File: src/rtl/control_sequencer_pkg.sv
// Shared constants for the control sequencer: opcode bytes, FSM state codes,
// PC/writeback source selects and the opcode classification types.
package control_sequencer_pkg;

    localparam logic [7:0] OP_ADD   = 8'h05;
    localparam logic [7:0] OP_SUB   = 8'h09;
    localparam logic [7:0] OP_CMP   = 8'h0B;
    localparam logic [7:0] OP_ADDI  = 8'h50;
    localparam logic [7:0] OP_MULI  = 8'hE0;
    localparam logic [7:0] OP_SUBI  = 8'h90;
    localparam logic [7:0] OP_CMPI  = 8'hB0;
    localparam logic [7:0] OP_ANDI  = 8'h10;
    localparam logic [7:0] OP_LSHI0 = 8'h80;
    localparam logic [7:0] OP_LSHI1 = 8'h81;
    localparam logic [7:0] OP_BCOND = 8'hC0;
    localparam logic [7:0] OP_LOAD  = 8'h40;
    localparam logic [7:0] OP_STOR  = 8'h44;
    localparam logic [7:0] OP_JCOND = 8'h4C;

    localparam logic [2:0] ST_FETCH     = 3'd0;
    localparam logic [2:0] ST_DECODE    = 3'd1;
    localparam logic [2:0] ST_EXECUTE   = 3'd2;
    localparam logic [2:0] ST_MEM       = 3'd3;
    localparam logic [2:0] ST_BRANCH    = 3'd4;
    localparam logic [2:0] ST_WRITEBACK = 3'd5;

    localparam logic [1:0] PC_SRC_INC  = 2'd0;
    localparam logic [1:0] PC_SRC_DISP = 2'd1;
    localparam logic [1:0] PC_SRC_REG  = 2'd2;

    localparam logic [1:0] WB_SEL_ALU = 2'd0;
    localparam logic [1:0] WB_SEL_MEM = 2'd1;

    localparam logic [7:0] WAIT_LIMIT = 8'hFF;

    typedef enum logic [2:0] {
        CLASS_RTYPE,
        CLASS_ITYPE,
        CLASS_LSHI,
        CLASS_LOAD,
        CLASS_STOR,
        CLASS_BCOND,
        CLASS_JCOND,
        CLASS_ILLEGAL
    } op_class_t;

    typedef struct packed {
        op_class_t op_class;
        logic      sets_flags;
        logic      writes_reg;
    } op_info_t;

endpackage

File: src/rtl/op_class_decode.sv
// Combinational opcode classifier: maps the latched opcode byte to its
// instruction class plus the flag-update and register-write attributes.
module op_class_decode
    import control_sequencer_pkg::*;
(
    input  logic [7:0] op,
    output op_info_t   info
);

    always_comb begin
        info.op_class   = CLASS_ILLEGAL;
        info.sets_flags = 1'b0;
        info.writes_reg = 1'b0;

        if (op[7:4] == 4'h0) begin
            info.op_class = CLASS_RTYPE;
        end else if (op[7:4] == 4'hC) begin
            info.op_class = CLASS_BCOND;
        end else begin
            case (op)
                OP_ADDI, OP_SUBI, OP_CMPI, OP_MULI, OP_ANDI: info.op_class = CLASS_ITYPE;
                OP_LSHI0, OP_LSHI1:                          info.op_class = CLASS_LSHI;
                OP_LOAD:                                     info.op_class = CLASS_LOAD;
                OP_STOR:                                     info.op_class = CLASS_STOR;
                OP_JCOND:                                    info.op_class = CLASS_JCOND;
                default:                                     info.op_class = CLASS_ILLEGAL;
            endcase
        end

        info.sets_flags = (op == OP_ADD)  || (op == OP_SUB)  || (op == OP_CMP) ||
                          (op == OP_ADDI) || (op == OP_SUBI) || (op == OP_CMPI);

        // Compares only update flags, so they never write the register file.
        case (info.op_class)
            CLASS_RTYPE, CLASS_ITYPE, CLASS_LSHI:
                info.writes_reg = (op != OP_CMP) && (op != OP_CMPI);
            CLASS_LOAD:
                info.writes_reg = 1'b1;
            default:
                info.writes_reg = 1'b0;
        endcase
    end

endmodule

File: src/rtl/control_sequencer.sv
// Multi-cycle control sequencer: fetches an instruction, classifies it and
// steps through execute/memory/branch/writeback with a memory wait timeout.
module control_sequencer
    import control_sequencer_pkg::*;
(
    input  logic        clk,
    input  logic        reset,
    input  logic [15:0] instruction,
    input  logic        memReady,
    input  logic        condTrue,
    output logic [7:0]  instructionOp,
    output logic        irLoad,
    output logic        pcWrite,
    output logic        memRead,
    output logic        memWrite,
    output logic        regWrite,
    output logic        flagWrite,
    output logic        aluSrcImm,
    output logic        illegalOp,
    output logic        busError,
    output logic [1:0]  pcSrc,
    output logic [1:0]  wbSel,
    output logic [2:0]  state
);

    logic [2:0] state_q;
    logic [2:0] state_d;
    logic [7:0] op_q;
    logic [7:0] wait_cnt;
    logic       retry_gap;
    logic       access;
    logic       fetch_accept;
    logic       timeout;
    logic       is_load;
    logic       is_stor;
    logic       is_imm;
    logic       unused_instr_bits;
    op_info_t   info;

    op_class_decode u_op_class_decode (
        .op   (op_q),
        .info (info)
    );

    assign unused_instr_bits = ^{instruction[11:8], instruction[3:0]};

    // After a timeout, FETCH spends one cycle with no request so the memory
    // sees the retried read as a fresh access.
    assign access       = ((state_q == ST_FETCH) && !retry_gap) || (state_q == ST_MEM);
    assign fetch_accept = (state_q == ST_FETCH) && !retry_gap && memReady;
    assign timeout      = access && !memReady && (wait_cnt == WAIT_LIMIT);

    assign is_load = (info.op_class == CLASS_LOAD);
    assign is_stor = (info.op_class == CLASS_STOR);
    assign is_imm  = (info.op_class == CLASS_ITYPE) || (info.op_class == CLASS_LSHI);

    always_comb begin
        state_d = state_q;
        case (state_q)
            ST_FETCH: begin
                if (fetch_accept) begin
                    state_d = ST_DECODE;
                end
            end
            ST_DECODE: begin
                case (info.op_class)
                    CLASS_RTYPE, CLASS_ITYPE, CLASS_LSHI: state_d = ST_EXECUTE;
                    CLASS_LOAD, CLASS_STOR:               state_d = ST_MEM;
                    CLASS_BCOND, CLASS_JCOND:             state_d = ST_BRANCH;
                    default:                              state_d = ST_WRITEBACK;
                endcase
            end
            ST_EXECUTE: state_d = ST_WRITEBACK;
            ST_MEM: begin
                if (memReady) begin
                    state_d = ST_WRITEBACK;
                end else if (timeout) begin
                    state_d = ST_FETCH;
                end
            end
            ST_BRANCH:    state_d = ST_FETCH;
            ST_WRITEBACK: state_d = ST_FETCH;
            default:      state_d = ST_FETCH;
        endcase
    end

    always_ff @(posedge clk or negedge reset) begin
        if (!reset) begin
            state_q   <= ST_FETCH;
            op_q      <= 8'h00;
            wait_cnt  <= 8'h00;
            retry_gap <= 1'b0;
        end else begin
            state_q   <= state_d;
            retry_gap <= timeout;
            if (fetch_accept) begin
                op_q <= {instruction[15:12], instruction[7:4]};
            end
            // Any state change (or a timeout retry) starts a fresh wait count.
            if (timeout || (state_d != state_q)) begin
                wait_cnt <= 8'h00;
            end else if (access && !memReady) begin
                wait_cnt <= wait_cnt + 8'd1;
            end
        end
    end

    assign instructionOp = op_q;
    assign state         = state_q;

    always_comb begin
        irLoad    = 1'b0;
        pcWrite   = 1'b0;
        memRead   = 1'b0;
        memWrite  = 1'b0;
        regWrite  = 1'b0;
        flagWrite = 1'b0;
        aluSrcImm = 1'b0;
        illegalOp = 1'b0;
        busError  = 1'b0;
        pcSrc     = PC_SRC_INC;
        wbSel     = WB_SEL_ALU;

        // Outputs are gated by reset so an abandoned access drops immediately.
        if (reset) begin
            busError = timeout;
            case (state_q)
                ST_FETCH: begin
                    memRead = !retry_gap;
                    irLoad  = fetch_accept;
                end
                ST_DECODE: begin
                    illegalOp = (info.op_class == CLASS_ILLEGAL);
                end
                ST_EXECUTE: begin
                    flagWrite = info.sets_flags;
                    aluSrcImm = is_imm;
                end
                ST_MEM: begin
                    memRead  = is_load;
                    memWrite = is_stor;
                end
                ST_BRANCH: begin
                    pcWrite = 1'b1;
                    if (condTrue) begin
                        pcSrc = (info.op_class == CLASS_BCOND) ? PC_SRC_DISP : PC_SRC_REG;
                    end
                end
                ST_WRITEBACK: begin
                    pcWrite   = 1'b1;
                    regWrite  = info.writes_reg;
                    aluSrcImm = is_imm;
                    wbSel     = is_load ? WB_SEL_MEM : WB_SEL_ALU;
                end
                default: begin
                    pcWrite = 1'b0;
                end
            endcase
        end
    end

endmodule

File: config.mk
export PLATFORM = sky130hd
export DESIGN_NAME = control_sequencer
export DESIGN_NICKNAME = d
export VERILOG_FILES = /design/src/rtl/control_sequencer_pkg.sv /design/src/rtl/op_class_decode.sv /design/src/rtl/control_sequencer.sv
export SDC_FILE = /design/constraint.sdc
export NUM_CORES = 1
export LEC_CHECK = 0
export CELL_PAD_IN_SITES_DETAIL_PLACEMENT = 0
export CELL_PAD_IN_SITES_GLOBAL_PLACEMENT = 1
export CORE_ASPECT_RATIO = 0.7
export CORE_MARGIN = 2
export CORE_UTILIZATION = 30
export CTS_CLUSTER_SIZE = 30
export DETAILED_ROUTE_END_ITERATION = 16
export PLACE_DENSITY = 0.82
export REMOVE_ABC_BUFFERS = 1
export SLEW_MARGIN = 25
export SYNTH_ARGS = -nofsm -noshare
export SYNTH_HDL_FRONTEND = slang
export SYNTH_SLANG_ARGS = --single-unit
export TNS_END_PERCENT = 100
File: constraint.sdc
create_clock -name clk -period 4.84 [get_ports clk]
set_clock_uncertainty 0.2 [all_clocks]
set_input_delay 0.484 -clock clk [delete_from_list [all_inputs] [get_ports clk]]
set_output_delay 0.484 -clock clk [all_outputs]
set_load 0.02 [all_outputs]
==> qor.txt <==
Post-Syn Area -> 1350 um2
Setup TNS Final -> 0 ns
Clock Root Buffer -> clkbuf_8
Hold_buf cts -> 0
Tmin final -> 3.35 ns
Crit. End Element -> output pin
Share of post-route cells with drive strength above 1 -> 0.156
Final wirelength -> 3290 um
Largest net degree at the start of global routing -> 26
R2R depth -> 5
Drt pass-1 iters -> 4
Die ar. -> 5070 um2
Synth top area cells -> dfrtp_1 (37%), nor2_1 (5.0%), mux2_2 (5.0%)
Final Util -> 0.408
Ant. Diodes -> 0
Max Freq -> 298 MHz
Initial Util -> 0.312
VDD IR max -> 259 uV
Vias in the first global route -> 1076
Tcrit/Tclk final -> 0.693
DRT iter0 DRCs -> 100
CTS Buffer Depth -> 2
Antenna violations before repair -> 0
Total grt overflow -> 0
Layout Area Growth over Synthesis -> 30.6%
Post-detail-place hpwl -> 2530 um
Max-cap viol count -> 0
Reg2reg start -> instructionOp[1]
Async SR Flop Fraction -> 1.00
Num CTS Buffers -> 3
Hold path depth -> 2
Final instance area -> 1770 um2
Most common cell in the netlist -> dfrtp_1
Worst Setup SP -> instructionOp[1]
Syn Area/Cell -> 9.14 um2
Post-cts resize count -> 0
Top post-synthesis cells by count -> dfrtp_1 (20), nor2_1 (18), nand2_1 (10), o21ai_0 (8)
Fillers -> 438
Vias per cell -> 5.08
Power per cell area -> 542 nW/um2
Slew Limit Fails -> 0
Tightest Pin Transition -> 0.511 ns
Clock slew at reported path FFs -> 0.07 ns
Chip Width -> 84.3 um
DR vias -> 1188
Crit path max fanout -> 8
Gp weighted congestion -> 0.808
RSZ-0062 raised after global routing -> false
Number of synthesized flops with an enable pin -> 0
Die H -> 60.2 um
Antenna Nets Post-Route -> 0
Sink Count -> 20
FP Rows -> 20
Crit path required time -> 4.16 ns
Syn Inst Count -> 148
Post-CTS Setup Inserts -> 0
Min-delay src -> wait_cnt[5]
CTS tree -> done
Final Setup Violations -> 0
DRC -> 0
First-pass GRT wire length -> 5490 um
Status -> complete, no violations
Average wire per standard cell -> 14.1 um
Yosys top cell by area -> dfrtp_1
Hold WC Path Type -> register to register
Synth Register Bits -> 20
Fin worst setup slack -> 1.49 ns
Final hold vios -> 0
Yosys cell types -> 53
Seq/Total Area, Yosys -> 0.370
Placement Setup Slack -> 1.67 ns
Leak Pwr -> 0.649 nW
Dominant synthesized flop cell -> dfrtp_1
Critical Path AT -> 2.67 ns
Skew-Pair Late Insertion Delay -> 0.25 ns
Setup Crit Path Kind -> register to output pin
WHS -> 0.350 ns
Fin nets -> 202
CORE AREA -> 4330 um2
Crit start category -> register
Share of the synthesized area in the top cell type -> 0.370
Max-slew headroom -> 0.659
Ys Warns -> 0
Htree depth -> 1
I/O Pins -> 44
Placed standard-cell area -> 1730 um2
Gr usage total -> 0.137
PortBufs -> 34
==> per-layer routing <==
metal  part of all wire  up-vias  GRT usage
met5                  0        -          0
met4             0.0082        0     0.0346
met3              0.041        2     0.0290
met2               0.40       27      0.193
met1               0.55      562      0.211
li1                   -      597          -
==> critical path, cell delays in order (launching register included) <==
cell and delay, ns:
dfrtp_1 0.47, nor4_2 0.45, o311ai_0 0.25, a22oi_2 0.35
nor4b_2 0.25, clkdlybuf4s50_1 0.64
==> layout make-up <==
type,instances,area (um2),area share
clock buffer,3,41.3,0.0234
inverter,6,22.5,0.0127
multi-input combinational,114,778,0.441
sequential,20,500,0.283
tap,55,68.8,0.0390
timing repair buffer,36,355,0.201
==> stage by stage <==
| stage | std cells | power [mW] |
|---|---|---|
| 6_report | 234 | 0.958 |
| 5_1_grt | 234 | 1.03 |
| 4_1_cts | 234 | 0.967 |
| 3_5_place_dp | 231 | 0.857 |
| 3_3_place_gp | 231 | 0.852 |
| 2_1_floorplan | 140 | 0.643 |
==> layout by cell type, fill, tap and decap left out, types with 2 or more instances in the layout <==
cell and count:
a21oi_1 3, and2_1 3, buf_4 2, clkbuf_8 3, clkdlybuf4s50_1 34, dfrtp_1 20, inv_1 6, mux2_2 6
nand2_1 10, nand3_1 5, nand4_1 2, nor2_1 18, nor2_2 2, nor2b_1 2, nor3_1 5, nor3b_1 3
nor4_1 2, nor4_2 2, nor4b_2 2, o2111ai_1 2, o21ai_0 8, o31ai_1 2, or3_1 3, xnor2_1 5
==> flip-flops by register name, indices dropped and copies added (netlist names) <==
signal,count
wait_cnt,8
instructionOp,8
state,3
retry_gap,1
==> power breakdown <==
group          total (mW)  switching, mW  internal, mW
registers           0.336          0.122         0.214
logic               0.515          0.268         0.247
clock network       0.107         0.0517        0.0553
==> cell families after synthesis <==
| kind of cell | count (synthesis) | share of synthesized area |
|---|---|---|
| AOI/OAI and AO/OA | 29 | 0.161 |
| xor gates and xnor gates | 6 | 0.0389 |
| adders and majority gates | 1 | 0.00925 |
| buffers and inverters | 14 | 0.0546 |
| DFF | 20 | 0.370 |
| muxes | 7 | 0.0574 |
| other | 1 | 0.00277 |
| and+or+nand+nor | 70 | 0.306 |
==> worst paths after layout <==
| kind | to | slack (ns) |
|---|---|---|
| setup reg to reg | state[0] | 2.76 |
| hold / removal | wait_cnt[5] | 0.35 |
| setup / recovery | aluSrcImm | 1.49 |
| max in group asynchronous | instructionOp[2] | 3.71 |
| min in group asynchronous | instructionOp[3] | 0.49 |
| hold reg to reg | wait_cnt[5] | 0.35 |
Note: power is estimated with default switching activity, not from simulation.
